`config.mk`:
```
export PLATFORM = sky130hd
export DESIGN_NAME = alu_share_arbiter_flat
export DESIGN_NICKNAME = d
export VERILOG_FILES = /design/src/rtl/alu_share_arbiter_if.sv /design/src/rtl/alu_share_arbiter.sv /design/src/flat_wrapper.sv
export SDC_FILE = /design/constraint.sdc
export NUM_CORES = 1
export LEC_CHECK = 0
export CORE_AREA = 2 2 102 104
export DETAILED_ROUTE_END_ITERATION = 12
export DIE_AREA = 0 0 104 106
export GPL_TIMING_DRIVEN = 1
export HOLD_SLACK_MARGIN = 0.15
export PLACE_DENSITY = 0.76
export SKIP_LAST_GASP = 1
export SLEW_MARGIN = 20
export SYNTH_ARGS = -nofsm -noshare
export SYNTH_HDL_FRONTEND = slang
export SYNTH_SLANG_ARGS = --single-unit
```
`constraint.sdc`:
```
create_clock -name clk -period 1.73 [get_ports clk]
set_input_delay 0.519 -clock clk [delete_from_list [all_inputs] [get_ports clk]]
set_output_delay 0.519 -clock clk [all_outputs]
set_load 0.005 [all_outputs]
```
`src/rtl/alu_share_arbiter_if.sv`:
```
// Bus bundle between the CPU, the SA tuning engine, the shared ALU and the arbiter.
// The slave modport is the arbiter's view. The master modport is the requester/ALU side.
interface alu_share_arbiter_if #(
  parameter int unsigned DATA_W = 13
);
  logic              cpu_req;
  logic [2:0]        cpu_type;
  logic [1:0]        cpu_mode;
  logic [DATA_W-1:0] cpu_x;
  logic [DATA_W-1:0] cpu_y;
  logic              cpu_done;
  logic [DATA_W-1:0] cpu_fout;
  logic [DATA_W-1:0] cpu_pout;

  logic              sa_mul_req;
  logic              sa_div_req;
  logic [DATA_W-1:0] sa_x;
  logic [DATA_W-1:0] sa_y;
  logic              sa_done;
  logic [DATA_W-1:0] sa_fout;

  logic [DATA_W-1:0] alu_x;
  logic [DATA_W-1:0] alu_y;
  logic [2:0]        alu_type;
  logic [1:0]        alu_mode;
  logic              alu_start;
  logic [DATA_W-1:0] alu_fout;
  logic [DATA_W-1:0] alu_pout;
  logic              alu_done;

  logic [1:0]        owner;
  logic              timeout_err;

  modport slave (
    input  cpu_req, cpu_type, cpu_mode, cpu_x, cpu_y,
    output cpu_done, cpu_fout, cpu_pout,
    input  sa_mul_req, sa_div_req, sa_x, sa_y,
    output sa_done, sa_fout,
    output alu_x, alu_y, alu_type, alu_mode, alu_start,
    input  alu_fout, alu_pout, alu_done,
    output owner, timeout_err
  );

  modport master (
    output cpu_req, cpu_type, cpu_mode, cpu_x, cpu_y,
    input  cpu_done, cpu_fout, cpu_pout,
    output sa_mul_req, sa_div_req, sa_x, sa_y,
    input  sa_done, sa_fout,
    input  alu_x, alu_y, alu_type, alu_mode, alu_start,
    output alu_fout, alu_pout, alu_done,
    input  owner, timeout_err
  );
endinterface

```
`src/rtl/alu_share_arbiter.sv`:
```
// Round-robin time-sharing of one ALU between the CPU and the SA engine.
// Operands are registered on grant. A hung ALU is aborted after TIMEOUT_CYC cycles.
module alu_share_arbiter #(
  parameter int unsigned DATA_W      = 13,
  parameter int unsigned TIMEOUT_CYC = 64,
  parameter int unsigned TO_W        = 7
) (
  input  logic                clk,
  input  logic                rst,
  alu_share_arbiter_if.slave  bus
);

  localparam logic [1:0]      OWN_NONE = 2'b00;
  localparam logic [1:0]      OWN_CPU  = 2'b01;
  localparam logic [1:0]      OWN_SA   = 2'b10;
  localparam logic [TO_W-1:0] CNT_LAST = TO_W'(TIMEOUT_CYC - 1);

  typedef enum logic [1:0] {
    ST_IDLE    = 2'd0,
    ST_WAIT    = 2'd1,
    ST_RELEASE = 2'd2
  } state_t;

  state_t            state;
  logic              last_sa;
  logic [TO_W-1:0]   cnt;
  logic [DATA_W-1:0] alu_x_q, alu_y_q;
  logic [2:0]        alu_type_q;
  logic [1:0]        alu_mode_q;
  logic              alu_start_q;
  logic [1:0]        owner_q;
  logic              timeout_err_q;
  logic              cpu_done_q, sa_done_q;
  logic [DATA_W-1:0] cpu_fout_q, cpu_pout_q, sa_fout_q;

  logic cpu_pend, sa_pend;
  assign cpu_pend = bus.cpu_req;
  assign sa_pend  = bus.sa_mul_req | bus.sa_div_req;

  always_ff @(posedge clk) begin
    if (rst) begin
      state         <= ST_IDLE;
      last_sa       <= 1'b1;
      cnt           <= '0;
      alu_x_q       <= '0;
      alu_y_q       <= '0;
      alu_type_q    <= '0;
      alu_mode_q    <= '0;
      alu_start_q   <= 1'b0;
      owner_q       <= OWN_NONE;
      timeout_err_q <= 1'b0;
      cpu_done_q    <= 1'b0;
      sa_done_q     <= 1'b0;
      cpu_fout_q    <= '0;
      cpu_pout_q    <= '0;
      sa_fout_q     <= '0;
    end else begin
      cpu_done_q <= 1'b0;
      sa_done_q  <= 1'b0;
      unique case (state)
        ST_IDLE: begin
          alu_start_q <= 1'b0;
          // CPU wins unless SA is also pending and CPU had the last turn
          if (cpu_pend && (!sa_pend || last_sa)) begin
            alu_x_q     <= bus.cpu_x;
            alu_y_q     <= bus.cpu_y;
            alu_type_q  <= bus.cpu_type;
            alu_mode_q  <= bus.cpu_mode;
            alu_start_q <= 1'b1;
            owner_q     <= OWN_CPU;
            last_sa     <= 1'b0;
            cnt         <= '0;
            state       <= ST_WAIT;
          end else if (sa_pend) begin
            alu_x_q     <= bus.sa_x;
            alu_y_q     <= bus.sa_y;
            alu_type_q  <= bus.sa_mul_req ? 3'b100 : 3'b010;
            alu_mode_q  <= 2'b00;
            alu_start_q <= 1'b1;
            owner_q     <= OWN_SA;
            last_sa     <= 1'b1;
            cnt         <= '0;
            state       <= ST_WAIT;
          end
        end

        ST_WAIT: begin
          if (bus.alu_done) begin
            if (owner_q == OWN_CPU) begin
              cpu_fout_q <= bus.alu_fout;
              cpu_pout_q <= bus.alu_pout;
              cpu_done_q <= 1'b1;
            end else begin
              sa_fout_q  <= bus.alu_fout;
              sa_done_q  <= 1'b1;
            end
            alu_start_q <= 1'b0;
            state       <= ST_RELEASE;
          end else if (cnt == CNT_LAST) begin
            // Abort: hand the owner an all-ones result and flag the error
            if (owner_q == OWN_CPU) begin
              cpu_fout_q <= '1;
              cpu_pout_q <= '1;
              cpu_done_q <= 1'b1;
            end else begin
              sa_fout_q  <= '1;
              sa_done_q  <= 1'b1;
            end
            timeout_err_q <= 1'b1;
            alu_start_q   <= 1'b0;
            state         <= ST_RELEASE;
          end else begin
            cnt <= cnt + TO_W'(1);
          end
        end

        ST_RELEASE: begin
          alu_start_q <= 1'b0;
          owner_q     <= OWN_NONE;
          state       <= ST_IDLE;
        end

        default: state <= ST_IDLE;
      endcase
    end
  end

  assign bus.alu_x       = alu_x_q;
  assign bus.alu_y       = alu_y_q;
  assign bus.alu_type    = alu_type_q;
  assign bus.alu_mode    = alu_mode_q;
  assign bus.alu_start   = alu_start_q;
  assign bus.owner       = owner_q;
  assign bus.timeout_err = timeout_err_q;
  assign bus.cpu_done    = cpu_done_q;
  assign bus.cpu_fout    = cpu_fout_q;
  assign bus.cpu_pout    = cpu_pout_q;
  assign bus.sa_done     = sa_done_q;
  assign bus.sa_fout     = sa_fout_q;

endmodule

```
`src/flat_wrapper.sv`:
```
// flat-port wrapper written by rule: the top's interface ports become plain ports
module alu_share_arbiter_flat 
#(
  parameter int unsigned DATA_W      = 13,
  parameter int unsigned TIMEOUT_CYC = 64,
  parameter int unsigned TO_W        = 7
)
  (clk, rst, bus_cpu_req, bus_cpu_type, bus_cpu_mode, bus_cpu_x, bus_cpu_y, bus_cpu_done, bus_cpu_fout, bus_cpu_pout, bus_sa_mul_req, bus_sa_div_req, bus_sa_x, bus_sa_y, bus_sa_done, bus_sa_fout, bus_alu_x, bus_alu_y, bus_alu_type, bus_alu_mode, bus_alu_start, bus_alu_fout, bus_alu_pout, bus_alu_done, bus_owner, bus_timeout_err);
  alu_share_arbiter_if #(.DATA_W(DATA_W)) bus_i ();
  input  logic clk;
  input  logic rst;
  input wire logic [$bits(bus_i.cpu_req)-1:0] bus_cpu_req;
  input wire logic [$bits(bus_i.cpu_type)-1:0] bus_cpu_type;
  input wire logic [$bits(bus_i.cpu_mode)-1:0] bus_cpu_mode;
  input wire logic [$bits(bus_i.cpu_x)-1:0] bus_cpu_x;
  input wire logic [$bits(bus_i.cpu_y)-1:0] bus_cpu_y;
  output wire logic [$bits(bus_i.cpu_done)-1:0] bus_cpu_done;
  output wire logic [$bits(bus_i.cpu_fout)-1:0] bus_cpu_fout;
  output wire logic [$bits(bus_i.cpu_pout)-1:0] bus_cpu_pout;
  input wire logic [$bits(bus_i.sa_mul_req)-1:0] bus_sa_mul_req;
  input wire logic [$bits(bus_i.sa_div_req)-1:0] bus_sa_div_req;
  input wire logic [$bits(bus_i.sa_x)-1:0] bus_sa_x;
  input wire logic [$bits(bus_i.sa_y)-1:0] bus_sa_y;
  output wire logic [$bits(bus_i.sa_done)-1:0] bus_sa_done;
  output wire logic [$bits(bus_i.sa_fout)-1:0] bus_sa_fout;
  output wire logic [$bits(bus_i.alu_x)-1:0] bus_alu_x;
  output wire logic [$bits(bus_i.alu_y)-1:0] bus_alu_y;
  output wire logic [$bits(bus_i.alu_type)-1:0] bus_alu_type;
  output wire logic [$bits(bus_i.alu_mode)-1:0] bus_alu_mode;
  output wire logic [$bits(bus_i.alu_start)-1:0] bus_alu_start;
  input wire logic [$bits(bus_i.alu_fout)-1:0] bus_alu_fout;
  input wire logic [$bits(bus_i.alu_pout)-1:0] bus_alu_pout;
  input wire logic [$bits(bus_i.alu_done)-1:0] bus_alu_done;
  output wire logic [$bits(bus_i.owner)-1:0] bus_owner;
  output wire logic [$bits(bus_i.timeout_err)-1:0] bus_timeout_err;
  assign bus_i.cpu_req = bus_cpu_req;
  assign bus_i.cpu_type = bus_cpu_type;
  assign bus_i.cpu_mode = bus_cpu_mode;
  assign bus_i.cpu_x = bus_cpu_x;
  assign bus_i.cpu_y = bus_cpu_y;
  assign bus_cpu_done = bus_i.cpu_done;
  assign bus_cpu_fout = bus_i.cpu_fout;
  assign bus_cpu_pout = bus_i.cpu_pout;
  assign bus_i.sa_mul_req = bus_sa_mul_req;
  assign bus_i.sa_div_req = bus_sa_div_req;
  assign bus_i.sa_x = bus_sa_x;
  assign bus_i.sa_y = bus_sa_y;
  assign bus_sa_done = bus_i.sa_done;
  assign bus_sa_fout = bus_i.sa_fout;
  assign bus_alu_x = bus_i.alu_x;
  assign bus_alu_y = bus_i.alu_y;
  assign bus_alu_type = bus_i.alu_type;
  assign bus_alu_mode = bus_i.alu_mode;
  assign bus_alu_start = bus_i.alu_start;
  assign bus_i.alu_fout = bus_alu_fout;
  assign bus_i.alu_pout = bus_alu_pout;
  assign bus_i.alu_done = bus_alu_done;
  assign bus_owner = bus_i.owner;
  assign bus_timeout_err = bus_i.timeout_err;
  alu_share_arbiter #(.DATA_W(DATA_W), .TIMEOUT_CYC(TIMEOUT_CYC), .TO_W(TO_W)) u_core (.clk(clk), .rst(rst), .bus(bus_i));
endmodule
```
* After elaboration in Yosys (flattened, before gate mapping)
Index checks and enable logic that the tools add are counted.
** Operators by class
- Reductions and logical operators :: 18
- Mux-type cells :: 45
- Eq/ne operators :: 8
- Add/sub/neg operators :: 1
- Bitwise logic cells :: 4
** Operators by type and width (count)
- 13-bit two-way mux :: 14
- 7-bit two-way mux :: 4
- 2-bit two-way mux :: 8
- 7-bit one-hot mux with 2 select lines :: 1
- 1-bit two-way mux :: 12
- 3-bit two-way mux :: 3
- 3-bit AND reduction :: 3
- 2-bit one-hot mux with 2 select lines :: 2
- 2-bit AND reduction :: 4
- 2-bit nonzero test :: 4
- 7-bit by 1-bit adder with 7-bit output, second input constant :: 1
- 7-bit by 6-bit == test with 1-bit output, second input constant :: 1
- 2-bit by 1-bit == test with 1-bit output, second input constant :: 2
- 2-bit inequality test, second input constant :: 2
- 4-bit AND reduction :: 1
- 3-bit by 1-bit inequality test with 1-bit output, second input constant :: 1
- 3-bit by 2-bit inequality test with 1-bit output, second input constant :: 1
- 1-bit NOT :: 3
- 1-bit one-hot mux with 3 select lines :: 1
- 3-bit nonzero test :: 1
- 2-bit == test, second input constant :: 1
- 2-bit zero test :: 1
- 2-bit OR reduction :: 1
- 1-bit logical AND :: 1
- other kinds (3) :: 3
** Storage, ports and cells
- Register bits :: 86
- Bits of input ports :: 89
- Word-level logic and storage cells :: 91

* Depth between registers and ports, before layout
Gate-level depths: netlist of run 1.
- Depth after elaboration :: 6
- Mapped depth :: 7
- Mapped depth without buffers :: 6

* Least setup slack after synthesis of run 1
Ideal clock, no wire load.
- Path type :: register to register
- Start :: register u_core.cnt[0]
- End :: register u_core.cpu_pout_q[0], in the netlist u_core.bus.cpu_pout[0]
- Buffers on the path :: 2
- Data required time :: 1.641 ns
- Period minus slack after synthesis :: 1.720 ns
- Cell stages (with the launch flop) :: 8
- Path slack :: 0.010 ns
- Data arrival time :: 1.632 ns
- Path through :: dfxtp_1 ha_1 and4b_4 a21o_1 and3_1 buf_6 buf_6 a311oi_2
** On the way
- Word-level cells in the longest chain between the ends :: 3
** RTL lines
- from (decl) :: line alu_share_arbiter.sv:26 : logic [TO_W-1:0] cnt;
- from (signal assigned) :: line alu_share_arbiter.sv:113 : cnt <= cnt + TO_W'(1);
- 7-bit by 6-bit == test with 1-bit output :: line alu_share_arbiter.sv:99 : end else if (cnt == CNT_LAST) begin
- 2-bit nonzero test (no source line)
- 3-bit AND reduction (no source line)
- to (signal assigned) :: line alu_share_arbiter.sv:91 : cpu_pout_q <= bus.alu_pout;
- to (decl) :: line alu_share_arbiter.sv:34 : logic [DATA_W-1:0] cpu_fout_q, cpu_pout_q, sa_fout_q;
No other way between the ends.
A chain may end at the register's enable or synchronous reset.

* Final worst setup path of run 1
- Start :: register u_core.cnt[0]
- End :: register u_core.sa_fout_q[3], in the netlist u_core.bus.sa_fout[3]
** On the way
- Word-level cells in the longest chain between the ends :: 3
** RTL lines
- 7-bit by 6-bit == test with 1-bit output :: line alu_share_arbiter.sv:99
- 2-bit nonzero test (no source line)
- 3-bit AND reduction (no source line)
- to (signal assigned) :: line alu_share_arbiter.sv:94 : sa_fout_q <= bus.alu_fout;
- to (decl) :: line alu_share_arbiter.sv:34
No other way between the ends.

==> run metrics, run 1 <==
clk buf depth=2; Final nets=652; status=complete, but fails checks; post-synth top area share=46.6%; HP Class=flip-flop to flip-flop; sequential cell area=1770 um2; Critical Path RT=2.01 ns; Synth Cell Area=3690 um2; H-tree depth=3; Peak Freq=0.560 GHz; antenna cells=0; failing checks=setup timing; largest net degree at the start of global routing=40; initial drt markers=335; Area contributors post-synth=dfxtp_1 (47%), a311oi_2 (7.7%), a222oi_1 (7.3%), a31oi_1 (7.3%), a311oi_1 (5.2%); first-pass GRT wire length=19100 um; Synth-to-Final Area Change=67.9%; number of global-route vias before repair=3832; total grt overflow=0; # fillers=846; Yosys top cell by area=dfxtp_1; Synth Area per Inst=9.72 um2; Die X=104 um; final worst slack=-0.0571 ns; FP Rows=37; crit path kind=flip-flop to flip-flop; Residual DRC=0; most instantiated library cell after synthesis=dfxtp_1; drt first pass iters=6; Rel. slew slack=62.1%; number of I/O port buffers=164; final hold violations=0; Power Total=5.40 mW; number of max-cap violations=0; CTS Sinks=86; Top FF cell, synth=dfxtp_1; CTS tree=yes; Arrival @ worst endpoint=2.07 ns; core area=10000 um2; # IOs=165; GP Congestion=0.801; total track usage=21.3%; TNS Setup=-0.244 ns; Vias=3908; clock latency on the worst-skew pair=0.36 ns; Final Slew Violations=0; RSZ-0062 raised after global routing=yes; multi-input logic area=1800 um2; clock slew at reported path FFs=0.09 ns; area of placed instances=5640 um2; Critical Path End Type=flip-flop; Reg2Reg Depth=6; Clock Skews=0.00721 ns; number of synthesized register bits=86; Avg Vias per Cell=5.61; WHS=0.454 ns; Synth cell types=37; Static Leakage=3.00 nW; final worst path period need=1.79 ns; Die Y-Extent=106 um; crit share post-route=103%; Async SR Flop Fraction=0%; die area=11000 um2; DRT Wirelength=12700 um; Tightest Pin Transition=0.568 ns; Seq/Total Area, Yosys=46.6%; Mapped Cells=380; CTS root buf=clkbuf_8; Syn Nets=476; Post-synth EDFFs=0; CTS Buf Count=9; crit path launch type=flip-flop; post-route cell area=6200 um2; synth warn=0; Hold Buf Count CTS=0; DR WL/cell=18.3 um; Util after Layout=62.0%; worst-path maximum fanout=6; layout cells sized above 1=24.8%; Commonest cells post-synth=dfxtp_1 (86), a31oi_1 (43), nor2_1 (34); pwr dens=871 nW/um2; WHS Path Cells=2; final setup violating endpoints=6; Starting Density=36.9%; initial antenna violation count=0; post-route ant nets=0; VDD IR max=0.397 mV; placed wire-length estimate=8190 um
==> critical path, cell delays in order, from the launching register on <==
cell and delay (ns):
dfxtp_2 0.34, ha_4 0.16, and4b_4 0.22, a21o_4 0.23, buf_4 0.16, and3_2 0.30, a311oi_2 0.29
==> metrics by stage <==
| step | setup slack, ns | cells |
|---|---|---|
| 3_5_place_dp | -0.509 | 671 |
| 2_1_floorplan | 0.00961 | 380 |
| 5_1_grt | -0.115 | 696 |
| 3_3_place_gp | -0.393 | 671 |
| 4_1_cts | -0.0942 | 690 |
| 6_report | -0.0571 | 696 |
==> metal layers <==
metal  track usage (%)  routed length, um  part of all wire (%)  vias up
met5                 0                  0                     0        -
met4              6.47                129                   1.0        0
met3              7.54               1160                   9.1       15
met2              36.0               6240                    49      201
met1              25.6               5190                    41     1864
li1                  -                  -                     -     1828
==> cells in the final DEF (no fill, tap or decap), types with 7 or more instances in the layout <==
cell type / Yosys / routed
inv_1: 32 / 32
buf_4: 0 / 29
dlymetal6s2s_1: 0 / 34
dfxtp_2: 0 / 35
a222oi_1: 27 / 27
nor2_1: 34 / 34
clkbuf_8: 0 / 9
dlygate4sd2_1: 0 / 43
a21oi_1: 9 / 8
a31oi_1: 43 / 41
a311oi_1: 22 / 12
clkdlybuf4s50_1: 0 / 85
buf_12: 0 / 7
a311oi_2: 19 / 29
dfxtp_1: 86 / 51
==> report_power, final <==
part	switching [mW]	leakage (nW)	internal [mW]	total [mW]
clock	0.713	0.0867	0.665	1.38
sequential	0.108	0.717	2.19	2.30
combinational	0.833	2.20	0.889	1.72
==> worst paths after layout <==
check        slack (ns)                           startpoint                                  end
min reg2reg        0.45  u_core.bus.alu_type[1]$_SDFFE_PP0P_  u_core.bus.alu_type[1]$_SDFFE_PP0P_
max reg2reg       -0.06           u_core.cnt[0]$_SDFFE_PP0P_   u_core.bus.sa_fout[3]$_SDFFE_PP0P_
max               -0.06           u_core.cnt[0]$_SDFFE_PP0P_   u_core.bus.sa_fout[3]$_SDFFE_PP0P_
min                0.45  u_core.bus.alu_type[1]$_SDFFE_PP0P_  u_core.bus.alu_type[1]$_SDFFE_PP0P_
==> cell families (layout without fill, tap and decap cells) <==
logic type / count (synthesis) / in the layout / share of synthesized area (%)
AND/OR/NAND/NOR: 70 / 71 / 9.32
AO/OA/AOI/OAI: 142 / 142 / 33.1
flip-flops: 86 / 86 / 46.6
buffers and inverters: 75 / 254 / 8.57
adder cells (fa/ha/maj): 7 / 7 / 2.37
==> sequential cells by signal, summed over array words and instances (netlist names), 2 cells and up <==
name                 count
u_core.bus.cpu_pout     13
u_core.bus.cpu_fout     13
u_core.bus.alu_type      3
u_core.bus.alu_x        13
u_core.bus.sa_fout      13
u_core.bus.owner         2
u_core.bus.alu_y        13
u_core.bus.alu_mode      2
u_core.cnt               7
u_core.state             2
==> layout make-up <==
class                   count  area share [%]
clock buffers              12            2.18
inverters                  32            1.94
multi-input cells         220            29.0
flip-flops and latches     86            28.5
repair buffers            207            34.9
well taps                 136            2.74
clock inverters             3           0.747
==> repair_timing <==
action,4_1_cts,5_1_grt
setup buffers,3,2
pin swaps,2,19
gates cloned,1,4
gates resized for setup,80,65
hold endpoints to repair,0,0
endpoints found under the setup margin,133,78
No activity file was read; power rests on OpenSTA's default activity.
==> run 2: changes to the inputs <==
--- a/config.mk
+++ b/config.mk
@@ -5,9 +5,9 @@
 export SDC_FILE = /design/constraint.sdc
 export NUM_CORES = 1
 export LEC_CHECK = 0
-export CORE_AREA = 2 2 102 104
+export CORE_AREA = 2 2 84 126
 export DETAILED_ROUTE_END_ITERATION = 12
-export DIE_AREA = 0 0 104 106
+export DIE_AREA = 0 0 86 128
 export GPL_TIMING_DRIVEN = 1
 export HOLD_SLACK_MARGIN = 0.15
 export PLACE_DENSITY = 0.76
==> run metrics, run 2 (same netlist as run 1, synthesis figures left out) <==
Critical Path RT=1.92 ns (-0.09 ns); Vias=3921 (+0.33%); final hold violations=0 (unchanged); Critical Path End Type=flip-flop; clock slew at reported path FFs=0.06 ns (-0.03 ns); Die X=86 um (-17%); Tightest Pin Transition=0.549 ns (-0.0200 ns); crit path launch type=flip-flop; Arrival @ worst endpoint=1.91 ns (-0.16 ns); clk buf depth=2 (unchanged); crit path kind=flip-flop to flip-flop; die area=11000 um2 (-0.15%); sequential power share=37.8% (-4.8 points); number of I/O port buffers=164 (unchanged); FP Rows=45 (+22%); placed wire-length estimate=8620 um (+5.2%); worst-path cell chain=ha_4 -> and4b_4 -> a21o_1 -> buf_6 -> and3_4 -> a311oi_2; Synth-to-Final Area Change=70.3%; Clock Skews=0.00825 ns (+0.00104 ns); GP Congestion=0.799 (-0.25%); CTS tree=yes; leading cell type in the layout, fill and taps excluded=clkdlybuf4s50_1; Final Slew Violations=0 (unchanged); Starting Density=37.0% (+0.13 points); Highest Signal Layer=met4; H-tree depth=3 (unchanged); Switch Pwr=1.77 mW (+6.9%); Pint=4.34 mW (+16%); VDD IR max=0.490 mV (+23%); initial drt markers=207 (-38%); WHS=0.448 ns (-0.00635 ns); # fillers=778 (-8.0%); CTS Sinks=86 (unchanged); Comb power frac=30.1% (-1.8 points); final worst path period need=1.72 ns (-0.0666 ns); CTS Buf Count=9 (unchanged); slowest CP cell=dfxtp_2; Met1 Wirelength=4860 um (-6.3%); Die Y-Extent=128 um (+21%); post-route ant nets=0 (unchanged); Power Total=6.11 mW (+13%); total track usage=22.8% (+1.4 points); clock latency on the worst-skew pair=0.34 ns (-0.02 ns); final setup violating endpoints=0 (-6); crit share post-route=99.5% (-3.8 points); WL met3=978 um (-16%); core area=9970 um2 (-0.34%); CTS root buf=clkbuf_16; wire length on met2=7010 um (+12%); Avg Vias per Cell=5.77 (+2.8%); antenna cells=0 (unchanged); Rel. slew slack=63.4% (+1.3 points); number of global-route vias before repair=3876 (+1.1%); switch share=28.9% (-1.7 points); RSZ-0062 raised after global routing=yes; largest net degree at the start of global routing=40 (unchanged); total grt overflow=0 (unchanged); pwr dens=972 nW/um2 (+12%); DR WL/cell=19.3 um (+5.9%); layout cells sized above 1=21.2% (-3.6 points); drt first pass iters=5 (-1); first-pass GRT wire length=19800 um (+3.4%); DRT Wirelength=13100 um (+3.3%); Static Leakage=2.84 nW (-5.5%); # IOs=165 (unchanged); worst-path maximum fanout=12 (+6); max incr delay on CP=0.36 ns (+0.02 ns); Hold Buf Count CTS=0 (unchanged); commonest cells after routing, fill and taps aside=clkdlybuf4s50_1 (116), dfxtp_1 (70), a31oi_1 (43); Peak Freq=0.581 GHz (+3.9%); initial antenna violation count=0 (unchanged); Clock power frac=32.1% (+6.6 points); HP Class=flip-flop to flip-flop; status=finished clean; Final nets=653 (+0.15%); number of max-cap violations=0 (unchanged); Residual DRC=0 (unchanged)
-- run 2: cell types whose count changed in the layout (fill, tap and decap cells not counted), moves of 7 or more --
cell,delta
dlymetal6s2s_1,-7
clkbuf_8,-8
clkbuf_16,+8
dlygate4sd2_1,-24
dfxtp_2,-20
clkdlybuf4s50_1,+31
dfxtp_1,+19
-- run 2: metrics by stage --
step	setup slack (ns)	cell area, um2	setup TNS [ns]	cells	utilization [%]
2_1_floorplan	0.00961	3690	0	380	-
3_3_place_gp	-0.438	5620	-17.83	652	56.4
3_5_place_dp	-0.475	5620	-21.24	652	56.4
4_1_cts	-0.0117	6080	-0.0147	673	61.1
5_1_grt	-0.0489	6290	-1.02	679	63.1
6_report	0.00950	6290	0	679	63.1
-- run 2: final timing paths --
check,slack (ns),startpoint,to,cells after the start
worst max-delay path,0.009,u_core.cnt[1]$_SDFFE_PP0P_,u_core.bus.sa_fout[3]$_SDFFE_PP0P_,6
worst min-delay path,0.45,u_core.bus.alu_type[1]$_SDFFE_PP0P_,u_core.bus.alu_type[1]$_SDFFE_PP0P_,2
worst max register to register,0.009,u_core.cnt[1]$_SDFFE_PP0P_,u_core.bus.sa_fout[3]$_SDFFE_PP0P_,6
worst min register to register,0.45,u_core.bus.alu_type[1]$_SDFFE_PP0P_,u_core.bus.alu_type[1]$_SDFFE_PP0P_,2
-- run 2: metal layers --
metal | track usage (%) | vias up
met3 | 5.73 | 21
met1 | 24.2 | 1912
met5 | 0 | -
met4 | 9.90 | 0
met2 | 41.6 | 156
li1 | - | 1832
-- run 2: cell type report --
cell class	count	area, um2	area share (%)
sequential	86	1740	27.7
clock buffer	12	246	3.92
timing repair buffer	209	2210	35.2
tap	117	146	2.33
inverter	32	120	1.91
clock inverter	4	55.1	0.875
multi-input combinational	219	1760	28.0
-- run 2: power by group through the flow --
stage          Sequential, mW  Combinational (mW)  Clock (mW)
4_1_cts                  2.31                1.81        2.00
5_1_grt                  2.33                1.99        2.08
3_5_place_dp             2.34                1.69           0
2_1_floorplan            2.33               0.761           0
3_3_place_gp             2.33                1.65           0
6_report                 2.31                1.84        1.96
-- run 2: what timing repair did --
action / in CTS / in global routing
cloned: 3 / 3
gates resized for setup: 48 / 47
pin swaps: 7 / 10
endpoints found under the setup margin: 98 / 84
buffers inserted: 3 / 3
-- run 2: worst max-delay path: cells and delay by family (launching register included) --
kind | cells | cell delay, ns
buf+inv | 1 | 0.16
fa+ha+maj | 1 | 0.14
flops | 1 | 0.36
simple gates | 2 | 0.59
compound gates | 2 | 0.31
